===== src/rtl/button_pulse_gen.sv =====
// button_pulse_gen
// Push-button front end for the clock's display/edit state machine. It
// synchronises and debounces the active-low mode, adjust and increment keys.
// Each accepted press becomes a one-cycle, active-low, registered pulse.
// Mode and adjust pulses never overlap; mode wins a tie and adjust follows
// one cycle later.
// Optional build macro: BUTTON_AUTO_REPEAT_EN. When it is defined, a held
// increment key auto-repeats inc_btn after REPEAT_DELAY_CYCLES and then every
// REPEAT_PERIOD_CYCLES cycles.
module button_pulse_gen #(
  parameter int unsigned DEBOUNCE_CYCLES      = 2000000,
  parameter int unsigned REPEAT_DELAY_CYCLES  = 50000000,
  parameter int unsigned REPEAT_PERIOD_CYCLES = 10000000
) (
  input  logic clk,
  input  logic rst_n,
  input  logic mode_raw,
  input  logic adjust_raw,
  input  logic inc_raw,
  output logic mode_btn,
  output logic adjust_btn,
  output logic inc_btn
);

  localparam int N_KEYS     = 3;
  localparam int KEY_MODE   = 0;
  localparam int KEY_ADJUST = 1;
  localparam int KEY_INC    = 2;
  localparam int DB_W       = $clog2(DEBOUNCE_CYCLES);
  localparam logic [DB_W-1:0] DB_LAST = DB_W'(DEBOUNCE_CYCLES - 1);

  // A debounce window under two cycles, or a zero repeat interval, is meaningless.
  if (DEBOUNCE_CYCLES < 2 || REPEAT_DELAY_CYCLES < 1 || REPEAT_PERIOD_CYCLES < 1) begin : g_bad_params
    $error("button_pulse_gen: DEBOUNCE_CYCLES must be >= 2 and repeat intervals >= 1");
  end

  logic [N_KEYS-1:0] raw;
  logic [N_KEYS-1:0] sync_meta_q, sync_meta_d;
  logic [N_KEYS-1:0] sync_q, sync_d;
  logic [N_KEYS-1:0] stable_q, stable_d;
  logic [N_KEYS-1:0] stable_dly_q, stable_dly_d;
  logic [N_KEYS-1:0] press;
  logic [DB_W-1:0]   db_cnt_q [N_KEYS];
  logic [DB_W-1:0]   db_cnt_d [N_KEYS];

  logic pend_q, pend_d;
  logic mode_btn_q, mode_btn_d;
  logic adjust_btn_q, adjust_btn_d;
  logic inc_btn_q, inc_btn_d;
  logic adjust_fire;
  logic inc_fire;

  assign raw = {inc_raw, adjust_raw, mode_raw};

  // A press is the accepted level falling from 1 to 0. Release creates no event.
  assign press = stable_dly_q & ~stable_q;

  // Synchroniser chain and per-key debounce counter: a new level is accepted only after it has held unchanged.
  always_comb begin
    // NOTE: every combinational output gets a default before any branch, so no path can infer a latch.
    sync_meta_d  = raw;
    sync_d       = sync_meta_q;
    stable_dly_d = stable_q;
    stable_d     = stable_q;
    for (int k = 0; k < N_KEYS; k++) begin
      db_cnt_d[k] = '0;
      if (sync_q[k] != stable_q[k]) begin
        if (db_cnt_q[k] == DB_LAST) begin
          stable_d[k] = sync_q[k];
        end else begin
          db_cnt_d[k] = db_cnt_q[k] + DB_W'(1);
        end
      end
    end
  end

  // Key state registers. All keys reset to "released" with their counters cleared.
  always_ff @(posedge clk or negedge rst_n) begin
    if (!rst_n) begin
      sync_meta_q  <= '1;
      sync_q       <= '1;
      stable_q     <= '1;
      stable_dly_q <= '1;
      // NOTE: the counter array is tiny and must restart from zero after a reset that lands mid-debounce, so it is reset like ordinary flops.
      for (int k = 0; k < N_KEYS; k++) begin
        db_cnt_q[k] <= '0;
      end
    end else begin
      // NOTE: state is updated with non-blocking assignments, so every flop samples values from before the edge.
      sync_meta_q  <= sync_meta_d;
      sync_q       <= sync_d;
      stable_q     <= stable_d;
      stable_dly_q <= stable_dly_d;
      for (int k = 0; k < N_KEYS; k++) begin
        db_cnt_q[k] <= db_cnt_d[k];
      end
    end
  end

`ifdef BUTTON_AUTO_REPEAT_EN
  localparam int REP_MAX = (REPEAT_DELAY_CYCLES > REPEAT_PERIOD_CYCLES) ?
                           int'(REPEAT_DELAY_CYCLES) : int'(REPEAT_PERIOD_CYCLES);
  localparam int REP_W   = $clog2(REP_MAX + 1);
  localparam logic [REP_W-1:0] REP_DELAY  = REP_W'(REPEAT_DELAY_CYCLES);
  localparam logic [REP_W-1:0] REP_PERIOD = REP_W'(REPEAT_PERIOD_CYCLES);

  logic [REP_W-1:0] rep_cnt_q, rep_cnt_d;
  logic             rep_phase_q, rep_phase_d;
  logic             rep_fire;

  // Repeat timer. It counts while inc is held: first the long delay, then the shorter period. Release clears it at once.
  always_comb begin
    rep_cnt_d   = '0;
    rep_phase_d = 1'b0;
    rep_fire    = 1'b0;
    if (!stable_q[KEY_INC]) begin
      rep_fire = rep_phase_q ? (rep_cnt_q == REP_PERIOD) : (rep_cnt_q == REP_DELAY);
      if (rep_fire) begin
        rep_cnt_d   = REP_W'(1);
        rep_phase_d = 1'b1;
      end else begin
        rep_cnt_d   = rep_cnt_q + REP_W'(1);
        rep_phase_d = rep_phase_q;
      end
    end
  end

  // Repeat timer registers.
  always_ff @(posedge clk or negedge rst_n) begin
    if (!rst_n) begin
      rep_cnt_q   <= '0;
      rep_phase_q <= 1'b0;
    end else begin
      rep_cnt_q   <= rep_cnt_d;
      rep_phase_q <= rep_phase_d;
    end
  end

  assign inc_fire = press[KEY_INC] | rep_fire;
`else
  assign inc_fire = press[KEY_INC];
`endif

  // Pulse shaping. Mode has priority; an adjust press that ties with mode is deferred by one cycle.
  always_comb begin
    adjust_fire  = (pend_q | press[KEY_ADJUST]) & ~press[KEY_MODE];
    pend_d       = (pend_q | press[KEY_ADJUST]) & press[KEY_MODE];
    mode_btn_d   = ~press[KEY_MODE];
    adjust_btn_d = ~adjust_fire;
    inc_btn_d    = ~inc_fire;
  end

  // Output registers. They idle high, so every output comes straight from a flop.
  always_ff @(posedge clk or negedge rst_n) begin
    if (!rst_n) begin
      pend_q       <= 1'b0;
      mode_btn_q   <= 1'b1;
      adjust_btn_q <= 1'b1;
      inc_btn_q    <= 1'b1;
    end else begin
      pend_q       <= pend_d;
      mode_btn_q   <= mode_btn_d;
      adjust_btn_q <= adjust_btn_d;
      inc_btn_q    <= inc_btn_d;
    end
  end

  assign mode_btn   = mode_btn_q;
  assign adjust_btn = adjust_btn_q;
  assign inc_btn    = inc_btn_q;

endmodule


===== config.mk =====
export PLATFORM = sky130hd
export DESIGN_NAME = button_pulse_gen
export DESIGN_NICKNAME = d
export VERILOG_FILES = /design/src/rtl/button_pulse_gen.sv
export SDC_FILE = /design/constraint.sdc
export NUM_CORES = 1
export LEC_CHECK = 0
export BUFFER_PORTS_ARGS = -buffer_cell sky130_fd_sc_hd__buf_2
export CORE_MARGIN = 3
export CORE_UTILIZATION = 58
export DETAILED_ROUTE_END_ITERATION = 6
export PLACE_DENSITY = 0.86
export SYNTH_ARGS = -nofsm -noshare
export SYNTH_HDL_FRONTEND = slang
export SYNTH_SLANG_ARGS = --single-unit

===== constraint.sdc =====
create_clock -name clk -period 2.2 [get_ports clk]
set_input_delay 0.11 -clock clk [delete_from_list [all_inputs] [get_ports clk]]
set_output_delay 0.11 -clock clk [all_outputs]
set_load 0.01 [all_outputs]

==> impl_metrics.yaml <==
floorplanning:
  core-area_sq_um: 6060
  rows: 28
  start_util: 0.612
  fp.dieArea_sq_um: 7390
  num_io_pins: 8
  fp.dieH_um: 86.0
  fp.dieW_um: 86.0
logic_synthesis:
  synthesis.nets: 363
  avgSynthCellArea_sq_um: 10.4
  synth.area.top_cells: "dfrtp_1 (43%), dfstp_2 (11%), nor2_1 (5.1%)"
  synth_edf_count: 0
  synth_seq_area_share: 0.538
  syn_area_sq_um: 3710
  synthArstFlopShare: 1.00
  ys_warn_count: 0
  yosys.area.top_type_share: 0.432
  yosys.area.top_type: "dfrtp_1"
  yosysMostFrequentCell: "dfrtp_1"
  ys_ff_latch: 79
  syn_inst: 355
  synth_common_cells: "dfrtp_1 (64), nor2_1 (50), nand3_1 (22), xor2_1 (21), a21oi_1 (20)"
  synth_ff_type: "dfrtp_1"
  ys_types: 38
place:
  gp_congestion: 0.868
  numPortBuffers: 7
  dp_hpwl_um: 4610
worst_setup_path:
  path_cells: "or4b_2 -> or4_4 -> nor2_1 -> mux2_2"
  cp-end-kind: "flop"
  critPathKind: "reg2reg"
  arrival_ns: 2.34
  crit_slowest_cell: "or4b_2"
  cp_data_required_time_ns: 2.48
  cp_max_fo: 4
  slowest_delay_ns: 0.67
  timing.rr.start: "db_cnt_q[58]"
  worstRegToRegCells: 4
  rrSetupSlack_ns: 0.14
  r2r-end: "stable_dly_d[0]"
  cp-start-kind: "flop"
grt:
  gr-total-overflow: 0
  first_global_vias: 2695
  grtUsageTotal: 0.206
  grt_max_degree: 48
  antenna_found_initial: 0
  grt_pass1_wl_um: 12100
timing:
  min_period_ns: 2.06
  worst_pin_slew_ns: 0.595
  hold_viol: 0
  setup_violations: 0
  skew_ns: 0.00555
  slew_violations: 0
  max-slew-margin-rel: 0.603
  timing.setup.tns_ns: 0
  max_freq_ghz: 0.485
  rsz0062_at_grt: "false"
  period_share: 0.938
finish:
  final_nets: 384
  multi_input_area_sq_um: 1630
  utilization: 0.676
  drive_gt1_frac: 0.163
  syn2layout_area_growth_pct: 10.5
  seq_area_sq_um: 2000
  n_antenna_cell: 0
  nFillCells: 445
power_and_ir_drop:
  peakVddDrop_uv: 464
  power.density_nw_per_um2: 646
  p_leak_nw: 1.66
drt:
  drt-initial-drc-count: 105
  vias: 2709
  dr.pass1.iters: 4
  wirelength_um: 6870
  ant_nets: 0
  wl_per_cell_um: 15.1
  drc_errors: 0
  via_per_inst: 5.94
run_status:
  status: "finished clean"
hold_path:
  min_path_type: "in2async"
clocking:
  cts_buffer_depth: 2
  ctsHoldBuffers: 4
  htree_levels: 3
  cts-root-buf: "clkbuf_8"
  cts_resized: 0
  post_cts_buffers: 0
  clk_transition_reported_paths_ns: 0.08
  cts_sinks: 79
  insertion_delay_ns: 0.35
  cts-buffers-inserted: 9
  cts_tree: "done"
flow_run:
  maxCapViolCount: 0
## per-stage QoR
| step | worst slack, ns | total power, mW | std cells | hold slack (ns) | area [sq um] |
|---|---|---|---|---|---|
| after floorplan | 0.204 | 1.56 | 355 | -0.186 | 3710 |
| after global placement | 0.194 | 1.61 | 436 | 0.150 | 3870 |
| after detailed placement | 0.151 | 1.62 | 436 | 0.153 | 3870 |
| after CTS | 0.141 | 2.67 | 456 | 0.313 | 4100 |
| after global routing | 0.0352 | 2.76 | 456 | 0.331 | 4100 |
| final | 0.137 | 2.65 | 456 | 0.301 | 4100 |
## how the worst max path moves through the flow
stage / from / end / slack [ns] / depth (start not counted)
2_1_floorplan: db_cnt_q[33] / db_cnt_q[32] / 0.20 / 4
3_3_place_gp: db_cnt_q[58] / stable_dly_d[0] / 0.19 / 4
3_5_place_dp: db_cnt_q[58] / stable_dly_d[0] / 0.15 / 4
4_1_cts: db_cnt_q[58] / stable_dly_d[0] / 0.14 / 4
5_1_grt: db_cnt_q[2] / db_cnt_q[19] / 0.04 / 4
6_report: db_cnt_q[58] / stable_dly_d[0] / 0.14 / 4
## critical path, delay by kind of cell (launching register included)
family / cells / cell delay (ns)
muxes: 1 / 0.34
and+or+nand+nor: 3 / 1.25
DFF: 1 / 0.41
## placed cells by master (no fill, tap or decap), types with 2 or more instances in the layout
cell type | Yosys | layout
o31ai_1 | 6 | 6
nor2_1 | 50 | 50
inv_1 | 8 | 8
clkbuf_8 | 0 | 10
buf_2 | 2 | 6
nand3_1 | 22 | 22
or3_1 | 11 | 11
nor4b_1 | 3 | 3
a21oi_1 | 20 | 20
nand2b_1 | 2 | 2
and4_1 | 9 | 9
or4b_2 | 4 | 4
mux2_2 | 3 | 3
ha_1 | 3 | 3
dfrtp_1 | 64 | 64
nand2_1 | 19 | 19
nand4_1 | 16 | 16
xnor2_1 | 19 | 19
nor3_1 | 4 | 4
nor4_1 | 4 | 4
nand4_2 | 2 | 2
or3_2 | 3 | 3
o21ai_0 | 15 | 15
buf_4 | 1 | 9
xor2_1 | 21 | 21
dlygate4sd3_1 | 0 | 4
or4_1 | 8 | 8
dfstp_2 | 15 | 15
nand3b_1 | 2 | 2
clkinv_2 | 0 | 3
clkbuf_1 | 6 | 2
and3_1 | 4 | 4
## sequential cells by signal (all words and copies together) (netlist names)
register,flops
db_cnt_q,63
stable_dly_d,3
stable_dly_q,3
sync_d,3
sync_q,3
adjust_btn,1
inc_btn,1
mode_btn,1
pend_q,1
## where the power goes
| group | leakage (nW) | total, mW | switching (mW) | internal [mW] |
|---|---|---|---|---|
| Combinational | 0.518 | 0.0973 | 0.0616 | 0.0357 |
| Sequential | 1.04 | 1.49 | 0.0191 | 1.48 |
| Clock | 0.100 | 1.06 | 0.506 | 0.551 |
## layout make-up
type	count	area share
clock buffers	12	0.0354
clock inverters	4	0.0110
well taps	75	0.0229
repair buffers	20	0.0385
inverters	8	0.00733
multi-input cells	258	0.398
flip-flops and latches	79	0.487
## cell families after synthesis
group / synth area share
AOI/OAI and AO/OA: 0.0766
xor gates and xnor gates: 0.0945
adders and majority gates: 0.0101
buffers and inverters: 0.0219
DFF: 0.538
muxes: 0.00911
and+or+nand+nor: 0.250
## routing by layer
layer | wire [um] | vias up | share of wire | track usage
met1 | 3150 | 1350 | 0.46 | 0.268
li1 | - | 1311 | - | -
met2 | 3370 | 36 | 0.49 | 0.327
met5 | 0 | - | 0 | 0
met4 | 159 | 0 | 0.023 | 0.0892
met3 | 187 | 12 | 0.027 | 0.0538
No activity file was read; power rests on OpenSTA's default activity.
